<file path="src/rtl/wb_stage_pkg.sv">
// Shared constants for the write-back stage: bus widths, CP0 register
// addresses ({rd,sel}), exception codes and the memory-stage bus layout.
package wb_stage_pkg;

  localparam int MS_TO_WS_BUS_WD = 124;
  localparam int WS_TO_RF_BUS_WD = 41;

  localparam logic [7:0] CP0_BADVADDR = {5'd8,  3'd0};
  localparam logic [7:0] CP0_COUNT    = {5'd9,  3'd0};
  localparam logic [7:0] CP0_COMPARE  = {5'd11, 3'd0};
  localparam logic [7:0] CP0_STATUS   = {5'd12, 3'd0};
  localparam logic [7:0] CP0_CAUSE    = {5'd13, 3'd0};
  localparam logic [7:0] CP0_EPC      = {5'd14, 3'd0};

  typedef enum logic [4:0] {
    EXC_INT  = 5'd0,
    EXC_ADEL = 5'd4,
    EXC_ADES = 5'd5,
    EXC_SYS  = 5'd8,
    EXC_BP   = 5'd9,
    EXC_RI   = 5'd10,
    EXC_OV   = 5'd12
  } exccode_e;

  typedef struct packed {
    logic [4:0]  excode;
    logic [31:0] badvaddr;
    logic [7:0]  cp0_addr;
    logic        ex;
    logic        bd;
    logic        eret;
    logic        syscall;
    logic        mfc0;
    logic        mtc0;
    logic [3:0]  gr_strb;
    logic [4:0]  dest;
    logic [31:0] result;
    logic [31:0] pc;
  } ms_to_ws_bus_t;

endpackage

</file>
<file path="src/rtl/wb_stage_cp0.sv">
// CP0 register file: BadVAddr, Count/Compare timer, Status, Cause, EPC,
// plus the interrupt-pending detect.
module cp0_regfile
  import wb_stage_pkg::*;
(
  input  logic        clk_i,
  input  logic        reset_i,
  input  logic        we_i,
  input  logic [7:0]  addr_i,
  input  logic [31:0] wdata_i,
  input  logic        ex_i,
  input  logic [4:0]  excode_i,
  input  logic        bd_i,
  input  logic [31:0] pc_i,
  input  logic [31:0] badvaddr_i,
  input  logic        eret_i,
  input  logic [5:0]  ext_int_i,
  output logic [31:0] rdata_o,
  output logic [31:0] epc_o,
  output logic        int_pend_o
);

  logic        tick_q, tick_d;
  logic [31:0] count_q, count_d;
  logic [31:0] compare_q, compare_d;
  logic        ti_q, ti_d;
  logic [7:0]  im_q, im_d;
  logic        exl_q, exl_d;
  logic        ie_q, ie_d;
  logic        bd_q, bd_d;
  logic [5:0]  ip_hw_q, ip_hw_d;
  logic [1:0]  ip_sw_q, ip_sw_d;
  logic [4:0]  excode_q, excode_d;
  logic [31:0] epc_q, epc_d;
  logic [31:0] badvaddr_q, badvaddr_d;

  always_comb begin
    tick_d     = ~tick_q;
    count_d    = count_q;
    compare_d  = compare_q;
    ti_d       = ti_q;
    im_d       = im_q;
    exl_d      = exl_q;
    ie_d       = ie_q;
    bd_d       = bd_q;
    ip_hw_d    = {ext_int_i[5] | ti_q, ext_int_i[4:0]};
    ip_sw_d    = ip_sw_q;
    excode_d   = excode_q;
    epc_d      = epc_q;
    badvaddr_d = badvaddr_q;

    if (tick_q) count_d = count_q + 32'd1;
    if (count_q == compare_q) ti_d = 1'b1;

    // Software writes come after the timer so mtc0 overrides tick and TI set.
    if (we_i) begin
      unique case (addr_i)
        CP0_COUNT:   count_d = wdata_i;
        CP0_COMPARE: begin
          compare_d = wdata_i;
          ti_d      = 1'b0;
        end
        CP0_STATUS: begin
          im_d  = wdata_i[15:8];
          exl_d = wdata_i[1];
          ie_d  = wdata_i[0];
        end
        CP0_CAUSE:   ip_sw_d = wdata_i[9:8];
        CP0_EPC:     epc_d   = wdata_i;
        default: ;
      endcase
    end

    if (ex_i) begin
      exl_d    = 1'b1;
      excode_d = excode_i;
      if (!exl_q) begin
        bd_d  = bd_i;
        epc_d = bd_i ? pc_i - 32'd4 : pc_i;
      end
      if (excode_i == EXC_ADEL || excode_i == EXC_ADES) badvaddr_d = badvaddr_i;
    end else if (eret_i) begin
      exl_d = 1'b0;
    end
  end

  always_ff @(posedge clk_i) begin
    if (reset_i) begin
      tick_q     <= 1'b0;
      count_q    <= '0;
      compare_q  <= '0;
      ti_q       <= 1'b0;
      im_q       <= '0;
      exl_q      <= 1'b0;
      ie_q       <= 1'b0;
      bd_q       <= 1'b0;
      ip_hw_q    <= '0;
      ip_sw_q    <= '0;
      excode_q   <= '0;
      epc_q      <= '0;
      badvaddr_q <= '0;
    end else begin
      tick_q     <= tick_d;
      count_q    <= count_d;
      compare_q  <= compare_d;
      ti_q       <= ti_d;
      im_q       <= im_d;
      exl_q      <= exl_d;
      ie_q       <= ie_d;
      bd_q       <= bd_d;
      ip_hw_q    <= ip_hw_d;
      ip_sw_q    <= ip_sw_d;
      excode_q   <= excode_d;
      epc_q      <= epc_d;
      badvaddr_q <= badvaddr_d;
    end
  end

  always_comb begin
    rdata_o = '0;
    unique case (addr_i)
      CP0_BADVADDR: rdata_o = badvaddr_q;
      CP0_COUNT:    rdata_o = count_q;
      CP0_COMPARE:  rdata_o = compare_q;
      CP0_STATUS:   rdata_o = {9'b0, 1'b1, 6'b0, im_q, 6'b0, exl_q, ie_q};
      CP0_CAUSE:    rdata_o = {bd_q, ti_q, 14'b0, ip_hw_q, ip_sw_q, 1'b0, excode_q, 2'b0};
      CP0_EPC:      rdata_o = epc_q;
      default:      rdata_o = '0;
    endcase
  end

  assign epc_o      = epc_q;
  assign int_pend_o = ie_q & ~exl_q & (|({ip_hw_q, ip_sw_q} & im_q));

endmodule

</file>
<file path="src/rtl/wb_stage.sv">
// Write-back stage: holds the retiring instruction, commits register and CP0
// effects, raises exception/eret redirects and drives the trace port.
module wb_stage #(
  parameter int          MS_TO_WS_BUS_WD = wb_stage_pkg::MS_TO_WS_BUS_WD,
  parameter int          WS_TO_RF_BUS_WD = wb_stage_pkg::WS_TO_RF_BUS_WD,
  parameter logic [31:0] EX_ENTRY        = 32'hbfc00380
) (
  input  logic                       clk,
  input  logic                       reset,
  output logic                       ws_allowin,
  input  logic                       ms_to_ws_valid,
  input  logic [MS_TO_WS_BUS_WD-1:0] ms_to_ws_bus,
  input  logic [5:0]                 ext_int_in,
  output logic [WS_TO_RF_BUS_WD-1:0] ws_to_rf_bus,
  output logic                       ws_ex,
  output logic                       ws_eret,
  output logic [31:0]                ws_new_pc,
  output logic                       ws_inst_mtc0_o,
  output logic [31:0]                debug_wb_pc,
  output logic [3:0]                 debug_wb_rf_wen,
  output logic [4:0]                 debug_wb_rf_wnum,
  output logic [31:0]                debug_wb_rf_wdata
);
  import wb_stage_pkg::*;

  logic                       ws_valid_q;
  logic [MS_TO_WS_BUS_WD-1:0] bus_q;
  ms_to_ws_bus_t              ws_bus;

  logic        int_pend;
  logic [31:0] cp0_rdata;
  logic [31:0] cp0_epc;
  logic [4:0]  excode_eff;
  logic        cp0_we;
  logic [3:0]  rf_we;
  logic [31:0] rf_wdata;
  logic        unused_syscall;

  always_ff @(posedge clk) begin
    if (reset) begin
      ws_valid_q <= 1'b0;
      bus_q      <= '0;
    end else begin
      ws_valid_q <= ms_to_ws_valid;
      if (ms_to_ws_valid) bus_q <= ms_to_ws_bus;
    end
  end

  assign ws_bus         = ms_to_ws_bus_t'(bus_q);
  assign unused_syscall = ws_bus.syscall;
  assign ws_allowin     = 1'b1;

  // A pending interrupt hijacks whatever instruction is in WB.
  assign excode_eff = int_pend ? EXC_INT : ws_bus.excode;
  assign ws_ex      = ws_valid_q & (ws_bus.ex | int_pend);
  assign ws_eret    = ws_valid_q & ws_bus.eret & ~ws_ex;
  assign cp0_we     = ws_valid_q & ws_bus.mtc0 & ~ws_ex;
  assign ws_new_pc  = ws_eret ? cp0_epc : EX_ENTRY;

  assign ws_inst_mtc0_o = ws_valid_q & ws_bus.mtc0;

  assign rf_we        = {4{ws_valid_q & ~ws_ex}} & ws_bus.gr_strb;
  assign rf_wdata     = ws_bus.mfc0 ? cp0_rdata : ws_bus.result;
  assign ws_to_rf_bus = {rf_we, ws_bus.dest, rf_wdata};

  assign debug_wb_pc       = ws_bus.pc;
  assign debug_wb_rf_wen   = rf_we;
  assign debug_wb_rf_wnum  = ws_bus.dest;
  assign debug_wb_rf_wdata = rf_wdata;

  cp0_regfile u_cp0 (
    .clk_i      (clk),
    .reset_i    (reset),
    .we_i       (cp0_we),
    .addr_i     (ws_bus.cp0_addr),
    .wdata_i    (ws_bus.result),
    .ex_i       (ws_ex),
    .excode_i   (excode_eff),
    .bd_i       (ws_bus.bd),
    .pc_i       (ws_bus.pc),
    .badvaddr_i (ws_bus.badvaddr),
    .eret_i     (ws_eret),
    .ext_int_i  (ext_int_in),
    .rdata_o    (cp0_rdata),
    .epc_o      (cp0_epc),
    .int_pend_o (int_pend)
  );

endmodule

</file>
<file path="config.mk">
export PLATFORM = sky130hd
export DESIGN_NAME = wb_stage
export DESIGN_NICKNAME = d
export VERILOG_FILES = /design/src/rtl/wb_stage_pkg.sv /design/src/rtl/wb_stage_cp0.sv /design/src/rtl/wb_stage.sv
export SDC_FILE = /design/constraint.sdc
export NUM_CORES = 1
export LEC_CHECK = 0
export ABC_AREA = 1
export CORE_ASPECT_RATIO = 1.75
export CORE_MARGIN = 1.5
export CORE_UTILIZATION = 38
export CTS_BUF_LIST = sky130_fd_sc_hd__clkbuf_4
export CTS_CLUSTER_SIZE = 12
export DETAILED_ROUTE_END_ITERATION = 10
export PLACE_DENSITY = 0.59
export SLEW_MARGIN = 20
export SYNTH_ARGS = -nofsm -noshare
export SYNTH_HDL_FRONTEND = slang
export SYNTH_SLANG_ARGS = --single-unit
</file>
<file path="constraint.sdc">
create_clock -name clk -period 3.9 [get_ports clk]
set_input_delay 0.585 -clock clk [delete_from_list [all_inputs] [get_ports clk]]
set_output_delay 0.585 -clock clk [all_outputs]
set_load 0.02 [all_outputs]
</file>
# Yosys cells after proc, flatten, opt, wreduce, memory -nomap -nowiden
# Cells that the tools add are included.
dict set report word_totals {
  reg_bits 279
  out_inout_bits 150
  in_bits 133
}
dict set report op_classes {
  n_mux 19
  n_reduce_logical 10
  eq_ne 9
  addsub 2
  bitwise 15
}
# op n
set op_table {}
lappend op_table {{32-bit two-way mux} 10}
lappend op_table {{32-bit case mux with 6 select lines} 1}
lappend op_table {{8-bit by 7-bit == test with 1-bit output (second input constant)} 6}
lappend op_table {{32-bit by 1-bit adder with 32-bit output (second input constant)} 1}
lappend op_table {{32-bit == test} 1}
lappend op_table {{32-bit by 3-bit subtractor with 32-bit output (second input constant)} 1}
lappend op_table {{2-bit AND reduction} 6}
lappend op_table {{5-bit by 3-bit == test with 1-bit output (second input constant)} 2}
lappend op_table {{1-bit bitwise AND} 8}
lappend op_table {{8-bit bitwise AND} 1}
lappend op_table {{8-bit OR reduction} 1}
lappend op_table {{1-bit two-way mux} 7}
lappend op_table {{3-bit nonzero test} 2}
lappend op_table {{5-bit two-way mux} 1}
lappend op_table {{4-bit bitwise AND} 1}
lappend op_table {{1-bit inverter} 3}
lappend op_table {{1-bit OR} 2}
lappend op_table {{1-bit logical OR} 1}

# Depth between registers and ports, before layout
# Gate-level depths: netlist of the first run.
dict set report depth {
  word_depth 10
  mapped_depth 13
}

# Cells and area by module
# From an unflattened synthesis of the first run, not the netlist that was laid out.
dict set report hier_totals {
  cells_unflattened 2258
  area_unflattened_um2 14749.1
}
# module cells_each instances seq_area_each_um2 area_each_um2
set by_module_without_submodules {}
lappend by_module_without_submodules {cp0_regfile 1443 1 3083.0 8938.6}
lappend by_module_without_submodules {wb_stage 815 1 2482.4 5810.6}

# Worst setup path before layout of the first run
# OpenSTA, ideal clock, no wires.
dict set report synth_timing {
  path_kind {reg2out}
  startpoint {register bus_q[85]}
  endpoint {output port ws_to_rf_bus[12]}
  stages_incl_launch_ff 13
  arrival_ns 1.946
  n_path_buf 2
  slack_ns 1.369
  t_required_ns 3.315
  path_cell_list {dfxtp_1 inv_1 nor2_1 nand2_1 nor2_1 nand2_1 inv_1 clkbuf_1 nand2_1 nand3_1 nor2_1 a31oi_1 buf_4}
}
dict set report synth_between {
  elab_chain_cells 3
  word_cells_on_any_way 8
}
# item line
set synth_rtl {}
lappend synth_rtl {{start, declared} wb_stage.sv:27} ;# logic [MS_TO_WS_BUS_WD-1:0] bus_q;
lappend synth_rtl {{start signal, assigned} wb_stage.sv:45} ;# if (ms_to_ws_valid) bus_q <= ms_to_ws_bus;
lappend synth_rtl {{8-bit by 7-bit == test with 1-bit output} wb_stage_cp0.sv:121} ;# unique case (addr_i)
lappend synth_rtl {{32-bit case mux with 6 select lines (*)} wb_stage_cp0.sv:121}
lappend synth_rtl {{32-bit two-way mux (*)} wb_stage.sv:63} ;# assign rf_wdata = ws_bus.mfc0 ? cp0_rdata : ws_bus.result;
lappend synth_rtl {{end, declared} wb_stage.sv:14} ;# output logic [WS_TO_RF_BUS_WD-1:0] ws_to_rf_bus,
# Every way passes the cells marked *; elsewhere a longest branch is shown, timed or not.

# Worst setup path after layout of the first run
dict set report layout_timing {
  startpoint {register u_cp0.im_q[2]}
  endpoint {output port ws_new_pc[30]}
}
dict set report layout_between {
  elab_chain_cells 8
}
# item line
set layout_rtl {}
lappend layout_rtl {{start, declared} wb_stage_cp0.sv:27} ;# logic [7:0] im_q, im_d;
lappend layout_rtl {{start signal, assigned} wb_stage_cp0.sv:107} ;# im_q <= im_d;
lappend layout_rtl {{8-bit bitwise AND} wb_stage_cp0.sv:133} ;# assign int_pend_o = ie_q & ~exl_q & (|({ip_hw_q, ip_sw_q} & im_q));
lappend layout_rtl {{8-bit OR reduction} wb_stage_cp0.sv:133}
lappend layout_rtl {{1-bit bitwise AND} wb_stage_cp0.sv:133}
lappend layout_rtl {{1-bit OR} wb_stage.sv:55} ;# assign ws_ex = ws_valid_q & (ws_bus.ex | int_pend);
lappend layout_rtl {{1-bit bitwise AND} wb_stage.sv:55}
lappend layout_rtl {{1-bit inverter} wb_stage.sv:56} ;# assign ws_eret = ws_valid_q & ws_bus.eret & ~ws_ex;
lappend layout_rtl {{1-bit bitwise AND} wb_stage.sv:56}
lappend layout_rtl {{32-bit two-way mux} wb_stage.sv:58} ;# assign ws_new_pc = ws_eret ? cp0_epc : EX_ENTRY;
lappend layout_rtl {{end, declared} wb_stage.sv:17} ;# output logic [31:0] ws_new_pc,
# No other way between the ends.

==> flow_summary_export.csv, run 1 <==
group,metric,value,unit
worst_setup_path,cp_cell_sequence,"nand2_1 > nand2_1 > nor2_1 > nand2_2 > nand2_4 > nand2_2 > nor2_4 > clkinvlp_4 > buf_4 > nor2_1 > clkdlybuf4s50_1",
logic_synthesis,synth_top_cell_by_area,"dfxtp_1",
logic_synthesis,synth.most_common_cell,"nand2_1",
global_route,grt_usage,28.7,%
finish,finalNonFillerCells,2858,
drt,drt-vias-per-instance,5.20,
power_and_ir_drop,power.combinational.fraction,15.3,%
cts,clock_tree_from_tritoncts,"built",
logic_synthesis,synth_area,14300,sq um
die,die_w,149,um
logic_synthesis,postSynthCellCount,2140,
sta,finClkSkew,0.0594,ns
power_and_ir_drop,power-per-cell-area,367,nW/um^2
logic_synthesis,postSynth.asyncResetShare,0,%
power_and_ir_drop,p_switching,1.96,mW
drt,route.vias.total,14900,
placement,port-buffer-count,280,
die,core_area,36900,sq um
drt,route.detailed.drc,0,
status,status,"finished, final reports clean",
cts,worst_setup_hold_path_clk_slew,0.06,ns
hold_path,worst_hold_path_type,"in2reg",
power_and_ir_drop,irDropWorstVdd,0.000214,V
sta,final.setup.tns,0,ns
drt,drt.antenna.violating_nets,0,
die,io_pins,283,
logic_synthesis,yosys_warnings,0,
finish,layout_cells_sized_above_1,7.36,%
power_and_ir_drop,power.share.sequential,46.1,%
placement,dp_hpwl,42100,um
finish,area.growth.synth_to_final,25.7,%
cts,insertion_delay_of_the_later_clocked_pin_in_the_worst_skew_pair,0.81,ns
hold_path,whs_path_depth,3,
logic_synthesis,synth_seq_area_share,39.0,%
drt,first_pass_iters,5,
power_and_ir_drop,internal_power,4.61,mW
global_route,antenna_found_initial,4,
sta,final.min_clock_period,3.78,ns
cts,htreeDepth,3,
drt,detailedRoute.firstIterationViolations,1230,
flow_run,cap_viol_max_count,0,
finish,seqCellArea,5570,sq um
logic_synthesis,synth_fp_nets,2275,
worst_setup_path,cp_max_fo,10,
finish,net_count_final,2467,
sta,slew-limit-headroom,42.7,%
logic_synthesis,synth.top_cell.area_share,39.0,%
worst_setup_path,setup.worst_path.end_class,"output pin",
power_and_ir_drop,power.clock.fraction,38.6,%
logic_synthesis,netlist_top_cells_count,"nand2_1, o21ai_0, nor2_1",
worst_setup_path,crit_arrival,3.20,ns
finish,finish.instance_area,17900,sq um
placement,placed_area,16900,sq um
sta,drv_slew,0,
die,die_area,38800,sq um
worst_setup_path,worstPathRequired,3.31,ns
cts,cts_hold_repair.buffers,0,
cts,clock_tree.root_cell,"clkbuf_4",
logic_synthesis,yosys_most_used_dff,"dfxtp_1",
logic_synthesis,syn_avg_cell_area,6.67,sq um
worst_setup_path,timing.critical_path.slowest_stage_cell,"clkdlybuf4s50_1",
logic_synthesis,yosys-top-cells-area,"dfxtp_1, o21ai_0, nand2_1, nor2_1, a21oi_1",
sta,fin_hold_ws,0.323,ns
drt,routedWlPerCell,19.6,um
cts,cts_buffer_count,72,
power_and_ir_drop,p_sw_share,29.8,%
cts,clockBufferDepth,3,
cts,cts_num_sinks,278,
sta,report.final.setup_viol,0,
worst_setup_path,slowest_delay,0.64,ns
die,initial_core_util,38.7,%
sta,max_clock_freq,264,MHz
placement,dpl.cell_count,2727,
die,floorplan.die.height,259,um
global_route,grt_pass1_vias,14400,
worst_setup_path,crit_type,"reg2out",
logic_synthesis,synth.ff_latch_count,278,
drt,wire_length_after_detailed_routing,55900,um
worst_setup_path,rr_worst_depth,12,
logic_synthesis,synth.lib_cells_used.distinct,38,
die,rows,93,
sta,finalHoldViolations,0,
global_route,first_pass_grt_wire_length,83700,um
worst_setup_path,worst_setup_path_start_kind,"flip-flop",
power_and_ir_drop,finalPower,6.57,mW
finish,multi_input_comb_area,6800,sq um
finish,fill_cells,3828,
placement,gpl_congestion,0.943,
global_route,grt_start_max_net_pins,126,
power_and_ir_drop,total_leakage_power,7.67,nW
sta,layout_worst_path_cycle_share,97.0,%
global_route,global_route.overflow_total,0,
logic_synthesis,number_of_synthesized_flops_with_an_enable_pin,0,
sta,worst-slew-pin-transition,0.851,ns
## path summary, 6_finish.rpt
kind	start	endpoint	slack [ns]
worst max-delay path	u_cp0.im_q[2]$_SDFFE_PP0P_	ws_new_pc[30]	0.12
worst min-delay path	ext_int_in[3]	u_cp0.ip_hw_q[3]$_SDFF_PP0_	0.32
worst max register to register	u_cp0.im_q[2]$_SDFFE_PP0P_	u_cp0.epc_o[2]$_SDFF_PP0_	1.02
worst min register to register	bus_q[72]$_SDFFE_PP0P_	bus_q[72]$_SDFFE_PP0P_	0.46
## what timing repair did
item,4_1_cts,5_1_grt
gates resized for setup,12,53
gates cloned,0,1
setup buffers,2,3
setup endpoints to repair,52,77
## worst max-delay path: cells and delay by family, from the launching register on
kind                   cells  cell delay, ns
buffers and inverters      3            0.95
flip-flops                 1            0.33
AND/OR/NAND/NOR            8            1.13
## metrics by stage
stage / worst slack, ns / util (%)
after floorplan: 1.37 / -
after global placement: 0.462 / 45.7
after detailed placement: 0.447 / 45.7
after CTS: -0.105 / 48.2
after global routing: -0.0249 / 48.6
final: 0.115 / 48.6
## power by group through the flow
stage,registers [mW],clock network (mW),logic (mW)
3_3_place_gp,3.09,0,1.00
4_1_cts,3.03,2.59,1.01
2_1_floorplan,3.07,0,0.592
5_1_grt,3.04,2.76,1.09
6_report,3.03,2.54,1.00
3_5_place_dp,3.09,0,1.00
## logic make-up (layout without fill, tap and decap cells)
group,Yosys count,after routing,share of synthesized area [%]
other cells,1,6,0.0263
flops,278,278,39.0
simple gates,846,846,24.8
buf+inv,423,661,13.5
fa+ha+maj,2,2,0.175
xor+xnor,57,57,3.50
compound gates,533,533,19.0
## area by class of cell
cell class                 count  share of cell area [%]
multi-input combinational   1439                    37.9
sequential                   278                    31.0
timing repair buffer         319                    18.0
inverter                     221                    4.75
clock buffer                 102                    4.27
tap                          475                    3.31
clock inverter                18                   0.565
antenna                        5                  0.0698
timing repair inverter         1                  0.0419
## sequential cells by signal, summed over array words and instances, names as in the netlist, 2 cells and up
signal            count
u_cp0.badvaddr_q     32
bus_q               123
u_cp0.epc_o          32
u_cp0.compare_q      32
u_cp0.excode_q        5
u_cp0.im_q            8
u_cp0.ip_hw_q         6
u_cp0.count_q        32
u_cp0.ip_sw_q         2
## cells in the final DEF (no fill, tap or decap), types with 3 or more instances in the layout
cell type	Yosys	layout
a21oi_1	190	190
a31oi_1	7	6
buf_12	0	3
buf_4	80	35
clkbuf_4	0	102
clkdlybuf4s50_1	0	233
clkinv_1	4	16
clkinvlp_4	0	5
dfxtp_1	278	278
diode_2	0	5
dlygate4sd2_1	0	5
dlymetal6s2s_1	0	42
inv_1	213	210
inv_2	4	5
inv_6	0	3
nand2_1	319	318
nand2_2	4	4
nand3_1	151	151
nand4_1	26	26
nor2_1	308	307
nor2_2	4	4
nor2_4	2	3
nor3_1	22	22
o211ai_1	3	3
o21ai_0	318	311
o21ai_1	0	7
o22ai_1	10	10
xnor2_1	13	13
xor2_1	44	44
## routing by layer
| metal | global-route usage, % | share of wire [%] |
|---|---|---|
| met4 | 13.7 | 4.6 |
| met1 | 32.4 | 38 |
| met2 | 51.0 | 51 |
| met5 | 0 | 0.023 |
| met3 | 5.62 | 6.7 |
Note: power is estimated with default switching activity, not from simulation.
==> run 2, diff against run 1 <==
clock period = 4.3 ns   (was 3.9 ns; I/O delays follow)
==> run 2 against run 1 <==
Effect of this change:
- global-route usage down 0.36 points
- total power fell by 12%
- combinational power shrank 9.7%
- critical path type unchanged
- largest cell class unchanged
==> flow_summary_export.csv, run 2 (synthesis gave the netlist of run 1 again) <==
group,metric,value,unit
cts,cts_hold_repair.buffers,0,
sta,max_clock_freq,244,MHz
hold_path,hold_path_origin,"ext_int_in[1]",
finish,finish.instance_area,17700,sq um
drt,route.detailed.drc,0,
die,die_w,149,um
die,die_area,38800,sq um
drt,wire_length_after_detailed_routing,55500,um
worst_setup_path,worstPathRequired,3.65,ns
finish,most-common-layout-cells,"o21ai_0, nand2_1, nor2_1",
hold_path,endpoint_of_the_worst_hold_timing_path,"u_cp0.ip_hw_q[1]$_SDFF_PP0_",
placement,gpl_congestion,0.923,
sta,report.final.setup_viol,0,
drt,routedWlPerCell,19.5,um
global_route,antenna_found_initial,3,
global_route,grt_usage,28.3,%
global_route,grt_start_max_net_pins,125,
hold_path,worst_hold_path_type,"in2reg",
finish,seqCellArea,5570,sq um
placement,dp_hpwl,42100,um
cts,htreeDepth,3,
worst_setup_path,cp_max_fo,34,
drt,first_pass_iters,5,
worst_setup_path,rr_worst_depth,9,
power_and_ir_drop,power-per-cell-area,329,nW/um^2
worst_setup_path,crit_arrival,3.45,ns
finish,layout_cells_sized_above_1,6.73,%
sta,finClkSkew,0.0631,ns
worst_setup_path,r2r-end,"u_cp0.compare_q[8]$_SDFFE_PP0P_",
finish,fill_cells,3825,
placement,dpl.cell_count,2729,
drt,detailedRoute.firstIterationViolations,991,
placement,pre_cts_slack,0.754,ns
worst_setup_path,reg2reg_setup_slack,1.53,ns
global_route,first_pass_grt_wire_length,82600,um
die,core_area,36900,sq um
sta,drv_slew,0,
power_and_ir_drop,total_leakage_power,7.02,nW
global_route,grt_pass1_vias,14200,
drt,drt.antenna.violating_nets,0,
finish,max_flop_register,"bus_q",
die,rows,93,
finish,finalNonFillerCells,2845,
finish,multi_input_comb_area,6810,sq um
finish,largest_register_ff_count,123,
sta,worst-slew-pin-transition,0.884,ns
finish,layout_commonest_cell,"o21ai_0",
flow_run,cap_viol_max_count,0,
global_route,global_route.overflow_total,0,
finish,area.growth.synth_to_final,24.0,%
placement,port-buffer-count,280,
cts,clockBufferDepth,3,
power_and_ir_drop,irDropWorstVdd,0.000164,V
sta,fin_hold_ws,0.426,ns
placement,placed_area,16900,sq um
drt,drt-vias-per-instance,5.20,
worst_setup_path,setup.worst_path.end_class,"output pin",
hold_path,whs_path_depth,3,
cts,clock_tree.root_cell,"clkbuf_4",
sta,final.min_clock_period,4.09,ns
sta,fin_worst_setup_slack,0.207,ns
sta,finalHoldViolations,0,
cts,insertion_delay_of_the_later_clocked_pin_in_the_worst_skew_pair,0.78,ns
die,initial_core_util,38.7,%
finish,net_count_final,2461,
worst_setup_path,worst_setup_path_start_kind,"flip-flop",
cts,clock_tree_from_tritoncts,"built",
status,status,"finished, final reports clean",
cts,cts_num_sinks,278,
cts,worst_setup_hold_path_clk_slew,0.07,ns
die,io_pins,283,
drt,route.vias.total,14800,
cts,cts_buffer_count,70,
worst_setup_path,crit_type,"reg2out",
worst_setup_path,r2r-start,"bus_q[79]$_SDFFE_PP0P_",
die,floorplan.die.height,259,um
sta,final.setup.tns,0,ns
sta,slew-limit-headroom,41.1,%
sta,layout_worst_path_cycle_share,95.2,%
run 2: layer usage:
metal / GRT usage [%] / share of wire, %
met5: 0 / 0
met4: 15.0 / 4.7
met2: 50.6 / 51
met1: 31.8 / 38
met3: 4.67 / 6.0
run 2: worst max-delay path, cell delays in order, from the launching register on:
cell and delay [ns]:
dfxtp_1 0.31, nor2_1 0.21, inv_1 0.11, nor2_4 0.10
buf_4 0.35, inv_1 0.13, nor2_4 0.29, nand2_1 0.10
o211ai_1 0.10, o21ai_0 0.09, o21ai_0 0.21, clkdlybuf4s50_1 0.70
run 2: worst max path at each step:
| stage | cells past startpoint | slack (ns) | start | endpoint |
|---|---|---|---|---|
| floorplan | 12 | 1.71 | bus_q[85]$_SDFFE_PP0P_ | ws_to_rf_bus[12] |
| global placement | 9 | 0.80 | bus_q[79]$_SDFFE_PP0P_ | ws_to_rf_bus[13] |
| detailed placement | 9 | 0.75 | bus_q[79]$_SDFFE_PP0P_ | debug_wb_rf_wdata[13] |
| CTS | 11 | 0.05 | bus_q[79]$_SDFFE_PP0P_ | debug_wb_rf_wdata[1] |
| global route | 11 | -0.01 | bus_q[79]$_SDFFE_PP0P_ | debug_wb_rf_wdata[0] |
| finish | 11 | 0.21 | bus_q[79]$_SDFFE_PP0P_ | debug_wb_rf_wdata[1] |
run 2: area by class of cell:
| class | instances | share of cell area, % |
|---|---|---|
| multi-input cells | 1439 | 38.4 |
| flip-flops and latches | 278 | 31.4 |
| repair buffers | 316 | 17.4 |
| inverters | 221 | 4.76 |
| clock buffers | 92 | 3.90 |
| well taps | 475 | 3.36 |
| clock inverters | 18 | 0.558 |
| diodes | 6 | 0.0848 |
run 2: repair_timing:
action	CTS	global route
endpoints found under the setup margin	5	13
buffers inserted	0	0
resized for setup	2	6
hold endpoints to repair	0	0
run 2: power by group:
part | switching [mW] | internal [mW]
registers | 0.0769 | 2.68
clock network | 1.11 | 1.05
logic | 0.537 | 0.366
run 2: stage by stage:
stage | power (mW) | utilization, %
floorplan | 3.32 | -
global placement | 3.70 | 45.7
detailed placement | 3.71 | 45.7
CTS | 5.87 | 47.9
global route | 6.08 | 48.0
finish | 5.82 | 48.0
